**config.mk**
```make
export PLATFORM = sky130hd
export DESIGN_NAME = multicycle_seq_flat
export DESIGN_NICKNAME = d
export VERILOG_FILES = /design/src/rtl/multicycle_seq_pkg.sv /design/src/rtl/multicycle_seq_if.sv /design/src/rtl/multicycle_seq_wait_timer.sv /design/src/rtl/multicycle_seq.sv /design/src/flat_wrapper.sv
export SDC_FILE = /design/constraint.sdc
export NUM_CORES = 1
export LEC_CHECK = 0
export ABC_AREA = 1
export BUFFER_PORTS_ARGS = -buffer_cell sky130_fd_sc_hd__buf_2
export CAP_MARGIN = 20
export CELL_PAD_IN_SITES_DETAIL_PLACEMENT = 0
export CELL_PAD_IN_SITES_GLOBAL_PLACEMENT = 1
export CORE_MARGIN = 2
export CORE_UTILIZATION = 44
export DETAILED_ROUTE_END_ITERATION = 12
export PLACE_DENSITY = 0.9
export SYNTH_ARGS = -nofsm -noshare
export SYNTH_HDL_FRONTEND = slang
export SYNTH_SLANG_ARGS = --single-unit
```
**constraint.sdc**
```tcl
create_clock -name clock -period 2.93 [get_ports clock]
set_input_delay 0.586 -clock clock [delete_from_list [all_inputs] [get_ports clock]]
set_output_delay 0.586 -clock clock [all_outputs]
set_load 0.01 [all_outputs]
```
**src/rtl/multicycle_seq_pkg.sv**
```systemverilog
// rtl/multicycle_seq_pkg.sv - state encoding, opcode classes and trap causes for the sequencer
package seq_pkg;

  typedef enum logic [2:0] {
    S_IDLE   = 3'd0,
    S_FETCH  = 3'd1,
    S_DECODE = 3'd2,
    S_EXEC   = 3'd3,
    S_MEM    = 3'd4,
    S_WB     = 3'd5,
    S_TRAP   = 3'd6
  } state_t;

  typedef enum logic [1:0] {
    CAUSE_NONE    = 2'b00,
    CAUSE_ILLEGAL = 2'b01,
    CAUSE_IMEM    = 2'b10,
    CAUSE_DMEM    = 2'b11
  } cause_t;

  localparam logic [4:0] OP_LUI    = 5'b01101;
  localparam logic [4:0] OP_AUIPC  = 5'b00101;
  localparam logic [4:0] OP_OPIMM  = 5'b00100;
  localparam logic [4:0] OP_OP     = 5'b01100;
  localparam logic [4:0] OP_BRANCH = 5'b11000;
  localparam logic [4:0] OP_LOAD   = 5'b00000;
  localparam logic [4:0] OP_STORE  = 5'b01000;
  localparam logic [4:0] OP_JAL    = 5'b11011;
  localparam logic [4:0] OP_JALR   = 5'b11001;

  function automatic logic op_legal(input logic [4:0] op);
    case (op)
      OP_LUI, OP_AUIPC, OP_OPIMM, OP_OP, OP_BRANCH,
      OP_LOAD, OP_STORE, OP_JAL, OP_JALR: op_legal = 1'b1;
      default:                            op_legal = 1'b0;
    endcase
  endfunction

endpackage

```
**src/rtl/multicycle_seq_if.sv**
```systemverilog
// rtl/multicycle_seq_if.sv - control, memory handshake and status bundle of the sequencer
interface multicycle_seq_if #(
  parameter int CNT_W = 32
);
  logic             run;
  logic             step;
  logic [4:0]       op;
  logic             imem_ready;
  logic             dmem_ready;
  logic             imem_req;
  logic             dmem_req;
  logic             dmem_we;
  logic             ir_we;
  logic             pc_we;
  logic             reg_we;
  logic             busy;
  logic             trap;
  logic [1:0]       trap_cause;
  logic [CNT_W-1:0] retired;

  modport slave (
    input  run, step, op, imem_ready, dmem_ready,
    output imem_req, dmem_req, dmem_we, ir_we, pc_we, reg_we,
           busy, trap, trap_cause, retired
  );

  modport master (
    output run, step, op, imem_ready, dmem_ready,
    input  imem_req, dmem_req, dmem_we, ir_we, pc_we, reg_we,
           busy, trap, trap_cause, retired
  );
endinterface

```
**src/rtl/multicycle_seq_wait_timer.sv**
```systemverilog
// rtl/multicycle_seq_wait_timer.sv - 8-bit wait counter flagging the TIMEOUT-th consecutive stall
module wait_timer #(
  parameter int TIMEOUT = 15
) (
  input  logic clock,
  input  logic reset,
  input  logic clr_i,
  input  logic en_i,
  output logic expire_o
);

  // cnt_q holds stalls already seen, so the current stall is the last one at TIMEOUT-1
  localparam logic [7:0] LAST = 8'(TIMEOUT - 1);

  logic [7:0] cnt_q, cnt_d;

  always_comb begin
    cnt_d = cnt_q;
    if (clr_i) begin
      cnt_d = '0;
    end else if (en_i) begin
      cnt_d = cnt_q + 8'd1;
    end
  end

  always_ff @(posedge clock or negedge reset) begin
    if (!reset) begin
      cnt_q <= '0;
    end else begin
      cnt_q <= cnt_d;
    end
  end

  assign expire_o = en_i && (cnt_q == LAST);

endmodule

```
**src/rtl/multicycle_seq.sv**
```systemverilog
// rtl/multicycle_seq.sv - multi-cycle RV32I control sequencer with run/step, traps and retire count
module multicycle_seq
  import seq_pkg::*;
#(
  parameter int TIMEOUT = 15,
  parameter int CNT_W   = 32
) (
  input logic           clock,
  input logic           reset,
  multicycle_seq_if.slave bus
);

  state_t           state_q, state_d;
  logic             trap_q, trap_d;
  cause_t           cause_q, cause_d;
  logic [CNT_W-1:0] retired_q;

  logic imem_req, dmem_req, dmem_we, ir_we, pc_we, reg_we;
  logic tmr_en, tmr_clr, tmr_exp;
  state_t boundary;

  wait_timer #(.TIMEOUT(TIMEOUT)) u_wait_timer (
    .clock    (clock),
    .reset    (reset),
    .clr_i    (tmr_clr),
    .en_i     (tmr_en),
    .expire_o (tmr_exp)
  );

  assign boundary = bus.run ? S_FETCH : S_IDLE;
  assign tmr_clr  = (state_d != state_q);

  always_comb begin
    state_d  = state_q;
    trap_d   = trap_q;
    cause_d  = cause_q;
    imem_req = 1'b0;
    dmem_req = 1'b0;
    dmem_we  = 1'b0;
    ir_we    = 1'b0;
    pc_we    = 1'b0;
    reg_we   = 1'b0;
    tmr_en   = 1'b0;

    case (state_q)
      S_IDLE: begin
        if (bus.run || bus.step) begin
          state_d = S_FETCH;
        end
      end
      S_FETCH: begin
        imem_req = 1'b1;
        if (bus.imem_ready) begin
          ir_we   = 1'b1;
          state_d = S_DECODE;
        end else begin
          tmr_en = 1'b1;
          if (tmr_exp) begin
            state_d = S_TRAP;
            trap_d  = 1'b1;
            cause_d = CAUSE_IMEM;
          end
        end
      end
      S_DECODE: begin
        if (op_legal(bus.op)) begin
          state_d = S_EXEC;
        end else begin
          state_d = S_TRAP;
          trap_d  = 1'b1;
          cause_d = CAUSE_ILLEGAL;
        end
      end
      S_EXEC: begin
        if (bus.op == OP_LOAD || bus.op == OP_STORE) begin
          state_d = S_MEM;
        end else if (bus.op == OP_BRANCH) begin
          pc_we   = 1'b1;
          state_d = boundary;
        end else begin
          state_d = S_WB;
        end
      end
      S_MEM: begin
        dmem_req = 1'b1;
        dmem_we  = (bus.op == OP_STORE);
        if (bus.dmem_ready) begin
          if (bus.op == OP_STORE) begin
            pc_we   = 1'b1;
            state_d = boundary;
          end else begin
            state_d = S_WB;
          end
        end else begin
          tmr_en = 1'b1;
          if (tmr_exp) begin
            state_d = S_TRAP;
            trap_d  = 1'b1;
            cause_d = CAUSE_DMEM;
          end
        end
      end
      S_WB: begin
        reg_we  = 1'b1;
        pc_we   = 1'b1;
        state_d = boundary;
      end
      S_TRAP: begin
        state_d = S_TRAP;
      end
      default: begin
        state_d = S_IDLE;
      end
    endcase
  end

  always_ff @(posedge clock or negedge reset) begin
    if (!reset) begin
      state_q   <= S_IDLE;
      trap_q    <= 1'b0;
      cause_q   <= CAUSE_NONE;
      retired_q <= '0;
    end else begin
      state_q <= state_d;
      trap_q  <= trap_d;
      cause_q <= cause_d;
      if (pc_we) begin
        retired_q <= retired_q + 1'b1;
      end
    end
  end

  assign bus.imem_req   = imem_req;
  assign bus.dmem_req   = dmem_req;
  assign bus.dmem_we    = dmem_we;
  assign bus.ir_we      = ir_we;
  assign bus.pc_we      = pc_we;
  assign bus.reg_we     = reg_we;
  assign bus.busy       = (state_q != S_IDLE) && (state_q != S_TRAP);
  assign bus.trap       = trap_q;
  assign bus.trap_cause = cause_q;
  assign bus.retired    = retired_q;

endmodule

```
**src/flat_wrapper.sv**
```systemverilog
// flat-port wrapper written by rule: the top's interface ports become plain ports
module multicycle_seq_flat import seq_pkg::*;
#(
  parameter int TIMEOUT = 15,
  parameter int CNT_W   = 32
)
  (clock, reset, bus_run, bus_step, bus_op, bus_imem_ready, bus_dmem_ready, bus_imem_req, bus_dmem_req, bus_dmem_we, bus_ir_we, bus_pc_we, bus_reg_we, bus_busy, bus_trap, bus_trap_cause, bus_retired);
  multicycle_seq_if #(.CNT_W(CNT_W)) bus_i ();
  input logic clock;
  input logic reset;
  input wire logic [$bits(bus_i.run)-1:0] bus_run;
  input wire logic [$bits(bus_i.step)-1:0] bus_step;
  input wire logic [$bits(bus_i.op)-1:0] bus_op;
  input wire logic [$bits(bus_i.imem_ready)-1:0] bus_imem_ready;
  input wire logic [$bits(bus_i.dmem_ready)-1:0] bus_dmem_ready;
  output wire logic [$bits(bus_i.imem_req)-1:0] bus_imem_req;
  output wire logic [$bits(bus_i.dmem_req)-1:0] bus_dmem_req;
  output wire logic [$bits(bus_i.dmem_we)-1:0] bus_dmem_we;
  output wire logic [$bits(bus_i.ir_we)-1:0] bus_ir_we;
  output wire logic [$bits(bus_i.pc_we)-1:0] bus_pc_we;
  output wire logic [$bits(bus_i.reg_we)-1:0] bus_reg_we;
  output wire logic [$bits(bus_i.busy)-1:0] bus_busy;
  output wire logic [$bits(bus_i.trap)-1:0] bus_trap;
  output wire logic [$bits(bus_i.trap_cause)-1:0] bus_trap_cause;
  output wire logic [$bits(bus_i.retired)-1:0] bus_retired;
  assign bus_i.run = bus_run;
  assign bus_i.step = bus_step;
  assign bus_i.op = bus_op;
  assign bus_i.imem_ready = bus_imem_ready;
  assign bus_i.dmem_ready = bus_dmem_ready;
  assign bus_imem_req = bus_i.imem_req;
  assign bus_dmem_req = bus_i.dmem_req;
  assign bus_dmem_we = bus_i.dmem_we;
  assign bus_ir_we = bus_i.ir_we;
  assign bus_pc_we = bus_i.pc_we;
  assign bus_reg_we = bus_i.reg_we;
  assign bus_busy = bus_i.busy;
  assign bus_trap = bus_i.trap;
  assign bus_trap_cause = bus_i.trap_cause;
  assign bus_retired = bus_i.retired;
  multicycle_seq #(.TIMEOUT(TIMEOUT), .CNT_W(CNT_W)) u_core (.clock(clock), .reset(reset), .bus(bus_i));
endmodule
```
==> impl_metrics.ini <==
[run_status]
run_status = finished, final reports clean

[floorplan]
rows = 29
fp.dieH_um = 86.22
die_x_um = 86.22
top_level_ports = 53
die_area_um2 = 7433
initial_standard_cell_utilization_of_the_core_pct = 46.05
core_area_um2 = 6459

[placement]
routabilityCongestion = 0.8883
port-buffer-count = 52
estimated_wirelength_of_the_detail_placed_design_mm = 5.308

[yosys]
synth_seq_area_share_pct = 38.70
yosys.cell_types.count = 31
synth.largest_area_cell = dfrtp_1
synth-main-ff-cell = dfrtp_1
top_cells_by_area_synth = dfrtp_1 39%, nand2_1 14%, xor2_1 7.4%
post_synth_instance_area_um2 = 2974
synth_edf_count = 0
yosys.area.top_type_share_pct = 38.70
yosys_reg_bits = 46
postSynthCellCount = 392
ys.warnings.count = 0
post_synthesis_area_per_instance_um2 = 7.587
async_reset_ff_share_pct = 100.0
synth.net_count = 406

[worst_setup_path]
worstSetupEndpointType = output port
reg2reg_to = u_core.bus.retired[16]
worst-r2r-cell-count = 8
timing_worst_setup_path_type = reg -> out
kind_of_cell_with_the_highest_combined_delay_on_the_critical_path = simple AND/OR/NAND/NOR gates
crit_path_max_incr_delay_ns = 0.57
crit_arrival_ns = 1.72
crit-reg2reg-launch = u_core.state_q[0]
cp_num_buf_inv = 1
r2r_setup_slack_ns = 0.97
peak_fanout_along_the_critical_path = 14
critPathLaunchType = flip-flop
critical_path.cell_chain = nand2_1, nor2_2, nand4_2, nand3_4, buf_2
critical_path_required_ns = 2.34
timing.critical_path.slowest_stage_cell = dfrtp_1

[clock_network]
post_cts.repair.setup_buffers = 0
tritoncts_clock_tree = built
cts-buffers-inserted = 5
max-clock-path-buffers = 2
clock_sinks = 46
htreeDepth = 2
clkLatencyLatePin_ns = 0.30
cts.clk_slew.worst_paths_ns = 0.09
cts_root_buf = clkbuf_8
post_cts_resize_count = 0
cts.hold.buffers_added = 0

[global_route]
initial_antenna_violation_count = 0
grt_overflow_total = 0
grt_first_pass_wirelength_mm = 11.54
grt_usage_pct = 19.50
pin_count_of_the_biggest_net_entering_global_routing = 47
first_global_vias = 2462

[final_layout]
area_of_the_multi_input_gates_um2 = 1599
drive_above_1_share_pct = 20.94
filler_cell_count = 695
nNetsFinal = 462
commonest_non_fill_non_tap_cells_in_the_layout = 114 x nand2_1, 52 x buf_2, 50 x nor2_1
area_growth_from_synthesis_to_layout_pct = 14.81
seqCellArea_um2 = 1151
layout.cells.most_common = nand2_1
insertedDiodeCount = 0

[power]
peakVddDrop_mv = 0.3680
leakagePower_nw = 1.686
power_density_over_the_cells_nw_per_um2 = 594.4

[timing]
tns_ns = 0
fin_crit_ns = 2.309
finalSetupViolCount = 0
timing.slew.headroom_pct = 68.88
timing.fmax_ghz = 0.4331
timing.final.crit_share_pct = 78.80
final-max-slew-violation-count = 0
grt_setup_unrepaired = false
final-hold-violation-count = 0
hold_ws_ns = 0.2229
worst_slew_pin_tran_ns = 0.4667
final.setup_skew_ns = 0.005961

[route]
detailroute.via_count = 2592
drt-total-wl_mm = 6.726
post_drt_via_cell_ratio = 4.928
routedWlPerCell_um = 12.79
detail_route.drc_violations = 0
route.antenna.remaining_nets = 0
first_pass_iters = 4
initialDrtViolationCount = 94

[min_path]
timing.hold.worst.class = in -> async

[flow_run]
cap_violations = 0
## state kept, by name, summed over array words and instances (netlist names)
name / flops
u_core.bus.trap_cause: 2
u_core.bus.retired: 32
u_core.bus.trap: 1
u_core.u_wait_timer.cnt_q: 8
u_core.state_q: 3
## per-stage QoR
step	util (%)	cells	total power (W)	worst slack, ns	cell area [um^2]
3_5_place_dp	50.87	517	0.001573	0.8318	3286
4_1_cts	52.56	525	0.002039	0.6337	3395
3_3_place_gp	50.87	517	0.001565	0.8511	3286
2_1_floorplan	-	392	0.001396	1.046	2974
6_report	52.87	526	0.002030	0.6213	3415
5_1_grt	52.87	526	0.002172	0.5425	3415
## cell usage after synthesis, types with 5 or more instances
master   number
nand2_4       5
o21ai_0      11
inv_1        41
nor2_1       50
xnor2_1      12
nand2_1     114
nor3_1       15
nand4_1      15
nand3_1      15
dfrtp_1      46
xor2_1       25
nor2_2        8
## worst max path at each step
stage               slack, ns         to               from  cells after the start
CTS                      0.63  bus_pc_we  u_core.state_q[0]                      5
finish                   0.62  bus_pc_we  u_core.state_q[0]                      5
floorplan                1.05  bus_pc_we          bus_op[3]                      5
global route             0.54  bus_pc_we  u_core.state_q[0]                      5
detailed placement       0.83  bus_pc_we          bus_op[1]                      7
global placement         0.85  bus_pc_we          bus_op[1]                      7
## routing by layer
layer  global-route usage (%)  wire (um)
met1                    28.27       3488
met2                    29.88       2904
met3                    4.952        308
met4                    3.835         25
met5                        0          0
## layout make-up
class / instances / share of cell area (%)
Timing Repair Buffer: 54 / 8.428
Tap cell: 77 / 2.822
Clock buffer: 5 / 2.015
Inverter: 45 / 5.020
Clock inverter: 3 / 1.173
Sequential cell: 46 / 33.71
Multi-Input combinational cell: 296 / 46.83
## cells by family after synthesis
group | after synthesis | share of synthesized area (%)
buffers and inverters | 50 | 7.531
AND/OR/NAND/NOR | 241 | 38.96
flip-flops | 46 | 38.70
AO/OA/AOI/OAI | 15 | 2.650
adder cells (fa/ha/maj) | 3 | 1.262
XOR/XNOR | 37 | 10.90
## power by group
group	leakage, nW	internal [W]	switching, W
sequential	0.611	0.000708	0.000105
combinational	1.02	0.000255	0.000497
clock	0.0579	0.000251	0.000214
total	1.69	0.00121	0.000816
## worst register-to-register path: stages (launching register included)
cell     delay [ns]
dfrtp_1        0.57
nand2_1        0.11
nor2_2         0.20
nand4_2        0.14
nand3_4        0.22
buf_4          0.29
inv_1          0.16
nand2_1        0.08
o21ai_0        0.07
(Power assumes the default switching activity.)
